<file path="src/rtl/mult_div_unit_pkg.sv">
// Shared encodings for the iterative multiply/divide unit.
package mult_div_unit_pkg;

  typedef enum logic [1:0] {
    OP_MULTU = 2'b00,
    OP_MULT  = 2'b01,
    OP_DIVU  = 2'b10,
    OP_DIV   = 2'b11
  } op_e;

  typedef enum logic [1:0] {
    IDLE = 2'b00,
    RUN  = 2'b01,
    FIX  = 2'b10,
    DONE = 2'b11
  } state_e;

  localparam int NBITS_DEF = 32;

  // Per-operation context captured on an accepted Start.
  typedef struct packed {
    logic is_div;
    logic neg_q;   // sA ^ sB: negate product / quotient
    logic neg_r;   // sA: negate remainder
    logic dz;      // divide with zero divisor
  } ctx_t;

  function automatic int cnt_w(input int n);
    return $clog2(n);
  endfunction

endpackage

</file>
<file path="src/rtl/mult_div_unit_div_step.sv">
// One restoring-divide iteration: shift in a dividend bit, subtract if it fits.
module mult_div_unit_div_step #(
  parameter int NBits = 32
) (
  input  logic [NBits-1:0] rem,
  input  logic             din,
  input  logic [NBits-1:0] divisor,
  output logic [NBits-1:0] rem_next,
  output logic             q
);

  logic [NBits:0]   trial;
  logic [NBits-1:0] diff;

  assign trial = {rem, din};
  // When the subtract succeeds the true difference is below divisor, so the low bits suffice.
  assign diff     = trial[NBits-1:0] - divisor;
  assign q        = (trial >= {1'b0, divisor});
  assign rem_next = q ? diff : trial[NBits-1:0];

endmodule

</file>
<file path="src/rtl/mult_div_unit.sv">
// Iterative HI/LO multiply/divide unit with start/busy/done handshake and MTHI/MTLO.
module mult_div_unit
  import mult_div_unit_pkg::*;
#(
  parameter int NBits = NBITS_DEF
) (
  input  logic             clk,
  input  logic             reset,
  input  logic             Start,
  input  logic [1:0]       Op,
  input  logic [NBits-1:0] OperandA,
  input  logic [NBits-1:0] OperandB,
  input  logic             HiWrite,
  input  logic             LoWrite,
  input  logic [NBits-1:0] WriteData,
  output logic             Busy,
  output logic             Done,
  output logic             DivByZero,
  output logic [NBits-1:0] HI,
  output logic [NBits-1:0] LO
);

  localparam int CNT_W = cnt_w(NBits);

  state_e             state, state_nxt;
  logic [CNT_W-1:0]   cnt;
  logic [2*NBits-1:0] acc;   // mult: {partial, multiplier}; div: {remainder, dividend/quotient}
  logic [NBits-1:0]   opnd;  // multiplicand or divisor magnitude
  ctx_t               ctx;

  logic             is_div_in, sgn_in, sa, sb, last;
  logic [NBits-1:0] mag_a, mag_b;

  assign is_div_in = (Op == OP_DIVU) || (Op == OP_DIV);
  assign sgn_in    = (Op == OP_MULT) || (Op == OP_DIV);
  assign sa        = sgn_in & OperandA[NBits-1];
  assign sb        = sgn_in & OperandB[NBits-1];
  assign mag_a     = sa ? -OperandA : OperandA;
  assign mag_b     = sb ? -OperandB : OperandB;
  assign last      = (cnt == CNT_W'(NBits-1));

  // Shift-add multiply step
  logic [NBits:0]     mul_sum;
  logic [2*NBits-1:0] mul_nxt;
  assign mul_sum = {1'b0, acc[2*NBits-1:NBits]} + (acc[0] ? {1'b0, opnd} : '0);
  assign mul_nxt = {mul_sum, acc[NBits-1:1]};

  logic [NBits-1:0]   div_rem;
  logic               div_q;
  logic [2*NBits-1:0] div_nxt;

  mult_div_unit_div_step #(.NBits(NBits)) u_div_step (
    .rem      (acc[2*NBits-1:NBits]),
    .din      (acc[NBits-1]),
    .divisor  (opnd),
    .rem_next (div_rem),
    .q        (div_q)
  );
  assign div_nxt = {div_rem, acc[NBits-2:0], div_q};

  // Sign correction; a zero divisor leaves |A| in the remainder, so negating by sA restores raw A.
  logic [2*NBits-1:0] prod;
  logic [NBits-1:0]   fix_hi, fix_lo;
  assign prod = ctx.neg_q ? -acc : acc;

  always_comb begin
    fix_hi = prod[2*NBits-1:NBits];
    fix_lo = prod[NBits-1:0];
    if (ctx.is_div) begin
      fix_hi = ctx.neg_r ? -acc[2*NBits-1:NBits] : acc[2*NBits-1:NBits];
      fix_lo = ctx.dz ? '1 : (ctx.neg_q ? -acc[NBits-1:0] : acc[NBits-1:0]);
    end
  end

  always_ff @(posedge clk or posedge reset) begin
    if (reset) state <= IDLE;
    else       state <= state_nxt;
  end

  always_comb begin
    state_nxt = state;
    case (state)
      IDLE:    if (Start) state_nxt = RUN;
      RUN:     if (last)  state_nxt = FIX;
      FIX:     state_nxt = DONE;
      default: state_nxt = IDLE;
    endcase
  end

  always_comb begin
    Busy      = (state == RUN) || (state == FIX);
    Done      = (state == DONE);
    DivByZero = ctx.dz && (state != RUN);
  end

  always_ff @(posedge clk or posedge reset) begin
    if (reset) begin
      cnt  <= '0;
      acc  <= '0;
      opnd <= '0;
      ctx  <= '0;
      HI   <= '0;
      LO   <= '0;
    end else begin
      case (state)
        IDLE, DONE: begin
          if (HiWrite) HI <= WriteData;
          if (LoWrite) LO <= WriteData;
          if (state == IDLE && Start) begin
            cnt        <= '0;
            ctx.is_div <= is_div_in;
            ctx.neg_q  <= sa ^ sb;
            ctx.neg_r  <= sa;
            ctx.dz     <= is_div_in && (OperandB == '0);
            opnd       <= is_div_in ? mag_b : mag_a;
            acc        <= {{NBits{1'b0}}, (is_div_in ? mag_a : mag_b)};
          end
        end
        RUN: begin
          cnt <= cnt + 1'b1;
          acc <= ctx.is_div ? div_nxt : mul_nxt;
        end
        default: begin
          HI <= fix_hi;
          LO <= fix_lo;
        end
      endcase
    end
  end

endmodule

</file>
<file path="config.mk">
export PLATFORM = sky130hd
export DESIGN_NAME = mult_div_unit
export DESIGN_NICKNAME = d
export VERILOG_FILES = /design/src/rtl/mult_div_unit_pkg.sv /design/src/rtl/mult_div_unit_div_step.sv /design/src/rtl/mult_div_unit.sv
export SDC_FILE = /design/constraint.sdc
export NUM_CORES = 1
export LEC_CHECK = 0
export CAP_MARGIN = 20
export CORE_MARGIN = 2
export CORE_UTILIZATION = 55
export DETAILED_ROUTE_END_ITERATION = 6
export PLACE_DENSITY = 0.76
export SLEW_MARGIN = 20
export SYNTH_ARGS = -nofsm -noshare
export SYNTH_HDL_FRONTEND = slang
export SYNTH_SLANG_ARGS = --single-unit
</file>
<file path="constraint.sdc">
create_clock -name clk -period 8.5 [get_ports clk]
set_clock_uncertainty 0.1 [all_clocks]
set_input_delay 1.7 -clock clk [delete_from_list [all_inputs] [get_ports clk]]
set_output_delay 1.7 -clock clk [all_outputs]
set_load 0.05 [all_outputs]
</file>
# Word level (Yosys, flattened, before mapping)
# Cells that the tools add are included.
[op_classes]
add_sub_neg = 8
n_lt_le_gt_ge = 1
n_eq_ne = 13
muxes = 24
n_bitwise = 4
n_reduce_logical = 15
[op_table]
columns = ["cell", "n"]
rows = [
  ["$mux 32", 13],
  ["$mux 64", 3],
  ["$neg 32->32", 4],
  ["$pmux 32 s2", 2],
  ["$pmux 64 s2", 1],
  ["$neg 64->64", 1],
  ["$add 32x32->33", 1],
  ["$ge 33x32->1", 1],
  ["$logic_not 32->1", 1],
  ["$sub 32x32->32", 1],
  ["$ne 2x2->1 const B", 5],
  ["$pmux 5 s2", 1],
  ["$reduce_and 2->1", 5],
  ["$eq 2x2->1 const B", 4],
  ["$pmux 2 s3", 1],
  ["$add 5x1->5 const B", 1],
  ["$eq 5x5->1 const B", 1],
  ["$mux 5", 1],
  ["$eq 2x1->1 const B", 2],
  ["$mux 2", 2],
  ["$logic_and 1x1->1", 3],
  ["$logic_or 1x1->1", 3],
  ["$and 1x1->1", 2],
  ["$logic_not 2->1", 1],
  ["5 further kinds", 5],
]
[totals]
regBits = 171

# Longest topological paths before layout
[logic_depth]
word_depth = 7
depth_mapped = 15
mapped_depth_nobuf = 14

# Modules after synthesis
# Synthesis repeated with hierarchy kept, for this count alone.
[hier_totals]
cells_unflattened = 1894
hier_area_um2 = 14955.6
[modules_own_cells]
columns = ["module", "instances", "cells_per_inst", "area_per_inst_um2", "seq_area_each_um2"]
rows = [
  ["mult_div_unit", 1, 1571, 12624.6, 4279.1],
  ["mult_div_unit_div_step", 1, 323, 2331.0, 0.0],
]

# Worst setup path before layout
# No wires, ideal clock.
[synth_path]
path_kind = "input-to-reg"
start = "input OperandB[17]"
end = "register opnd[28]"
arrival_time_ps = 3992
setup_slack_ps = 4283
cell_stages = 9
cell_sequence = "or4_4 -> or3_4 -> or4_4 -> nor2_2 -> nand3b_2 -> o41ai_2 -> xor2_1 -> mux2i_1 -> mux2_2"
[synth_between]
elab_chain_len = 3
[synth_lines]
columns = ["item", "line", "source"]
rows = [
  ["start, declared", "mult_div_unit.sv:12", "input logic [NBits-1:0] OperandB,"],
  ["$neg 32->32", "mult_div_unit.sv:39", "assign mag_b = sb ? -OperandB : OperandB;"],
  ["$mux 32", "mult_div_unit.sv:39", ""],
  ["$mux 32", "mult_div_unit.sv:115", "opnd <= is_div_in ? mag_b : mag_a;"],
  ["end signal, assigned", "mult_div_unit.sv:115", ""],
  ["end, declared", "mult_div_unit.sv:28", "logic [NBits-1:0] opnd;"],
]
# No other way between the ends.
# A chain may end at the register's enable or synchronous reset.

# Final worst setup path
[layout_path]
start = "input Start"
end = "register acc[59]"
[layout_between]
elab_chain_len = 3
[layout_lines]
columns = ["item", "line", "source"]
rows = [
  ["start, declared", "mult_div_unit.sv:9", "input logic Start,"],
  ["$logic_and 1x1->1", "mult_div_unit.sv:109", "if (state == IDLE && Start) begin"],
  ["$ne 2x2->1 (no line)", "--", ""],
  ["$reduce_and 2->1 (no line)", "--", ""],
  ["end signal, assigned", "mult_div_unit.sv:116", "acc <= {{NBits{1'b0}}, (is_div_in ? mag_a : mag_b)};"],
  ["end signal, assigned", "mult_div_unit.sv:121", "acc <= ctx.is_div ? div_nxt : mul_nxt;"],
  ["end, declared", "mult_div_unit.sv:27", "logic [2*NBits-1:0] acc;"],
]
# No other way between the ends.

==> impl_metrics.env <==
export IMPL_die_w_um=169
export IMPL_core_sq_um=26900
export IMPL_synth_area_leader_cell="dfrtp_1"
export IMPL_synth_edf_count=0
export IMPL_ir_worst_vdd_mv=0.413
export IMPL_wl_um=50300
export IMPL_htree_levels=4
export IMPL_synth_most_common_cell="o21ai_0"
export IMPL_power_density_nw_per_um2=452
export IMPL_drt_pass1_iterations=6
export IMPL_rsz0062_at_grt="no"
export IMPL_syn_avg_cell_area_sq_um=7.79
export IMPL_drive_gt1_share_pct=5.79
export IMPL_io_pins=170
export IMPL_clock_fmax_mhz=199
export IMPL_numCtsBuffers=17
export IMPL_grt_usage_pct=35.2
export IMPL_syn2layout_area_growth_pct=16.4
export IMPL_synth_cells=1923
export IMPL_status="complete, no violations"
export IMPL_clk_path_buf_depth=2
export IMPL_period_needed_ps=5020
export IMPL_cts_hold_buf=0
export IMPL_diodes=0
export IMPL_viasPerCell=6.36
export IMPL_fillCellCount=2340
export IMPL_syn_nets=2103
export IMPL_cp_top_family="simple AND/OR/NAND/NOR gates"
export IMPL_fin_crit_sh_pct=59.1
export IMPL_cap_violations=0
export IMPL_ys_top_cells_by_area="dfrtp_1, o21ai_0, xnor2_1"
export IMPL_initial_core_util_pct=55.7
export IMPL_die_h_um=169
export IMPL_crit_required_ps=8750
export IMPL_path_clk_slew_ps=70
export IMPL_yosysTopAreaCellShare_pct=28.6
export IMPL_relSlewSlack_pct=30.8
export IMPL_antenna_found_initial=0
export IMPL_clock_tree_root_cell="clkbuf_16"
export IMPL_dp_hpwl_um=38200
export IMPL_whs_ps=379
export IMPL_ys_seq_area_share_pct=28.6
export IMPL_path_cells="clkdlybuf4s50_1 > and3_1 > buf_4 > a21oi_4 > nor2_1 > nand2_1 > a21oi_1 > a22oi_1 > o211ai_1"
export IMPL_nNetsFinal=2189
export IMPL_tritoncts="done"
export IMPL_finalHoldViolCount=0
export IMPL_cts_resized=0
export IMPL_ys_types=82
export IMPL_ys_ff_latch=171
export IMPL_clock_latency_ps=450
export IMPL_gp_congestion=1.00
export IMPL_crit_slowest_cell="nor2_1"
export IMPL_async_flop_share_pct=100
export IMPL_grt_ovfl_total=0
export IMPL_max_slew_worst_pin_slew_ps=1040
export IMPL_num_rows=60
export IMPL_setup_viol=0
export IMPL_cp_max_fo=34
export IMPL_drv_slew=0
export IMPL_drtAntennaViolNets=0
export IMPL_power_leakage_nw=7.46
export IMPL_netlist_area_sq_um=15000
export IMPL_endpoint_kind="flop"
export IMPL_synthFlopType="dfrtp_1"
export IMPL_synth_common_cells="o21ai_0, nand2_1, a21oi_1, nor2_1, dfrtp_1"
export IMPL_crit_buf_inv=2
export IMPL_grt_pass1_vias=13984
export IMPL_drt_iter0_drc=1697
export IMPL_ys_warn_count=0
export IMPL_portBuffers=169
export IMPL_crit_path_start_kind="primary input"
export IMPL_worst_hold_path_type="reg -> reg"
export IMPL_clock_sinks=171
export IMPL_dieArea_sq_um=28600
export IMPL_slowest_delay_ps=750
export IMPL_wire_per_inst_um=21.3
export IMPL_setup_tns_ps=0
export IMPL_drc_errors=0
export IMPL_critPathKind="in -> reg"
export IMPL_via_count=15032
export IMPL_critPathArrivalTime_ps=5270
export IMPL_grt_max_degree=97
export IMPL_post_cts_setup_buffer_count=0
export IMPL_grt_pass1_wl_um=78600
==> routing by layer <==
metal	vias up	part of all wire (%)	wire length (um)	track usage (%)
met5	-	0	0	0
met4	0	3.6	1810	13.0
met3	98	8.8	4450	6.73
met2	778	43	21600	53.6
met1	7081	45	22400	49.7
li1	7075	-	-	-
==> path summary, 6_finish.rpt <==
path	startpoint	to	slack (ps)	cells after the start
setup / recovery	Start	acc[59]	3480	9
hold / removal	HI[2]	HI[2]	380	1
setup reg to reg	acc[0]	acc[58]	3840	12
hold reg to reg	HI[2]	HI[2]	380	1
max in group asynchronous	reset	cnt[0]	5210	4
min in group asynchronous	reset	LO[13]	1740	2
==> power breakdown <==
| group | switching (mW) | internal, mW | total [mW] |
|---|---|---|---|
| registers | 0.544 | 1.21 | 1.75 |
| logic | 3.30 | 1.98 | 5.28 |
| clock network | 0.382 | 0.460 | 0.842 |
| total | 4.23 | 3.65 | 7.88 |
==> area by class of cell <==
class	count	area, sq um	share of cell area, %
inverters	80	305	1.75
flip-flops and latches	171	4280	24.5
clock inverters	12	151	0.868
well taps	341	427	2.45
multi-input cells	1554	10000	57.3
repair buffers	185	1820	10.4
clock buffers	20	457	2.62
==> stage by stage <==
stage	std cells	worst slack [ps]	util [%]	power, mW	cell area (sq um)
floorplan	1923	2070	-	5.44	15000
global placement	2330	3260	62.6	6.82	16800
detailed placement	2330	3240	62.6	6.92	16800
CTS	2362	3690	64.8	7.77	17400
global route	2363	3460	64.9	8.43	17400
finish	2363	3480	64.9	7.88	17400
==> placed cells by master (no fill, tap or decap), drive strengths merged, types with 41 or more instances in the layout <==
master | synthesis | layout
ha | 75 | 75
nand2 | 199 | 199
o21ai | 212 | 212
a21oi | 196 | 196
a211oi | 41 | 41
clkdlybuf4s50 | 0 | 168
nor2 | 190 | 190
xor2 | 56 | 56
xnor2 | 114 | 114
inv | 80 | 86
mux2i | 47 | 47
dfrtp | 171 | 171
==> flip-flops by register name, indices dropped and copies added (netlist names) <==
register / cells
opnd: 32
acc: 64
cnt: 5
LO: 32
ctx: 4
state: 2
HI: 32
==> kinds of logic after synthesis <==
group           Yosys count  share of synthesized area [%]
simple gates            565                           17.3
flops                   171                           28.6
xor+xnor                170                           9.94
mux                      77                           5.40
buf+inv                 198                           5.08
fa+ha+maj                77                           6.53
compound gates          665                           27.1
Power figures use the tool's default switching activity.
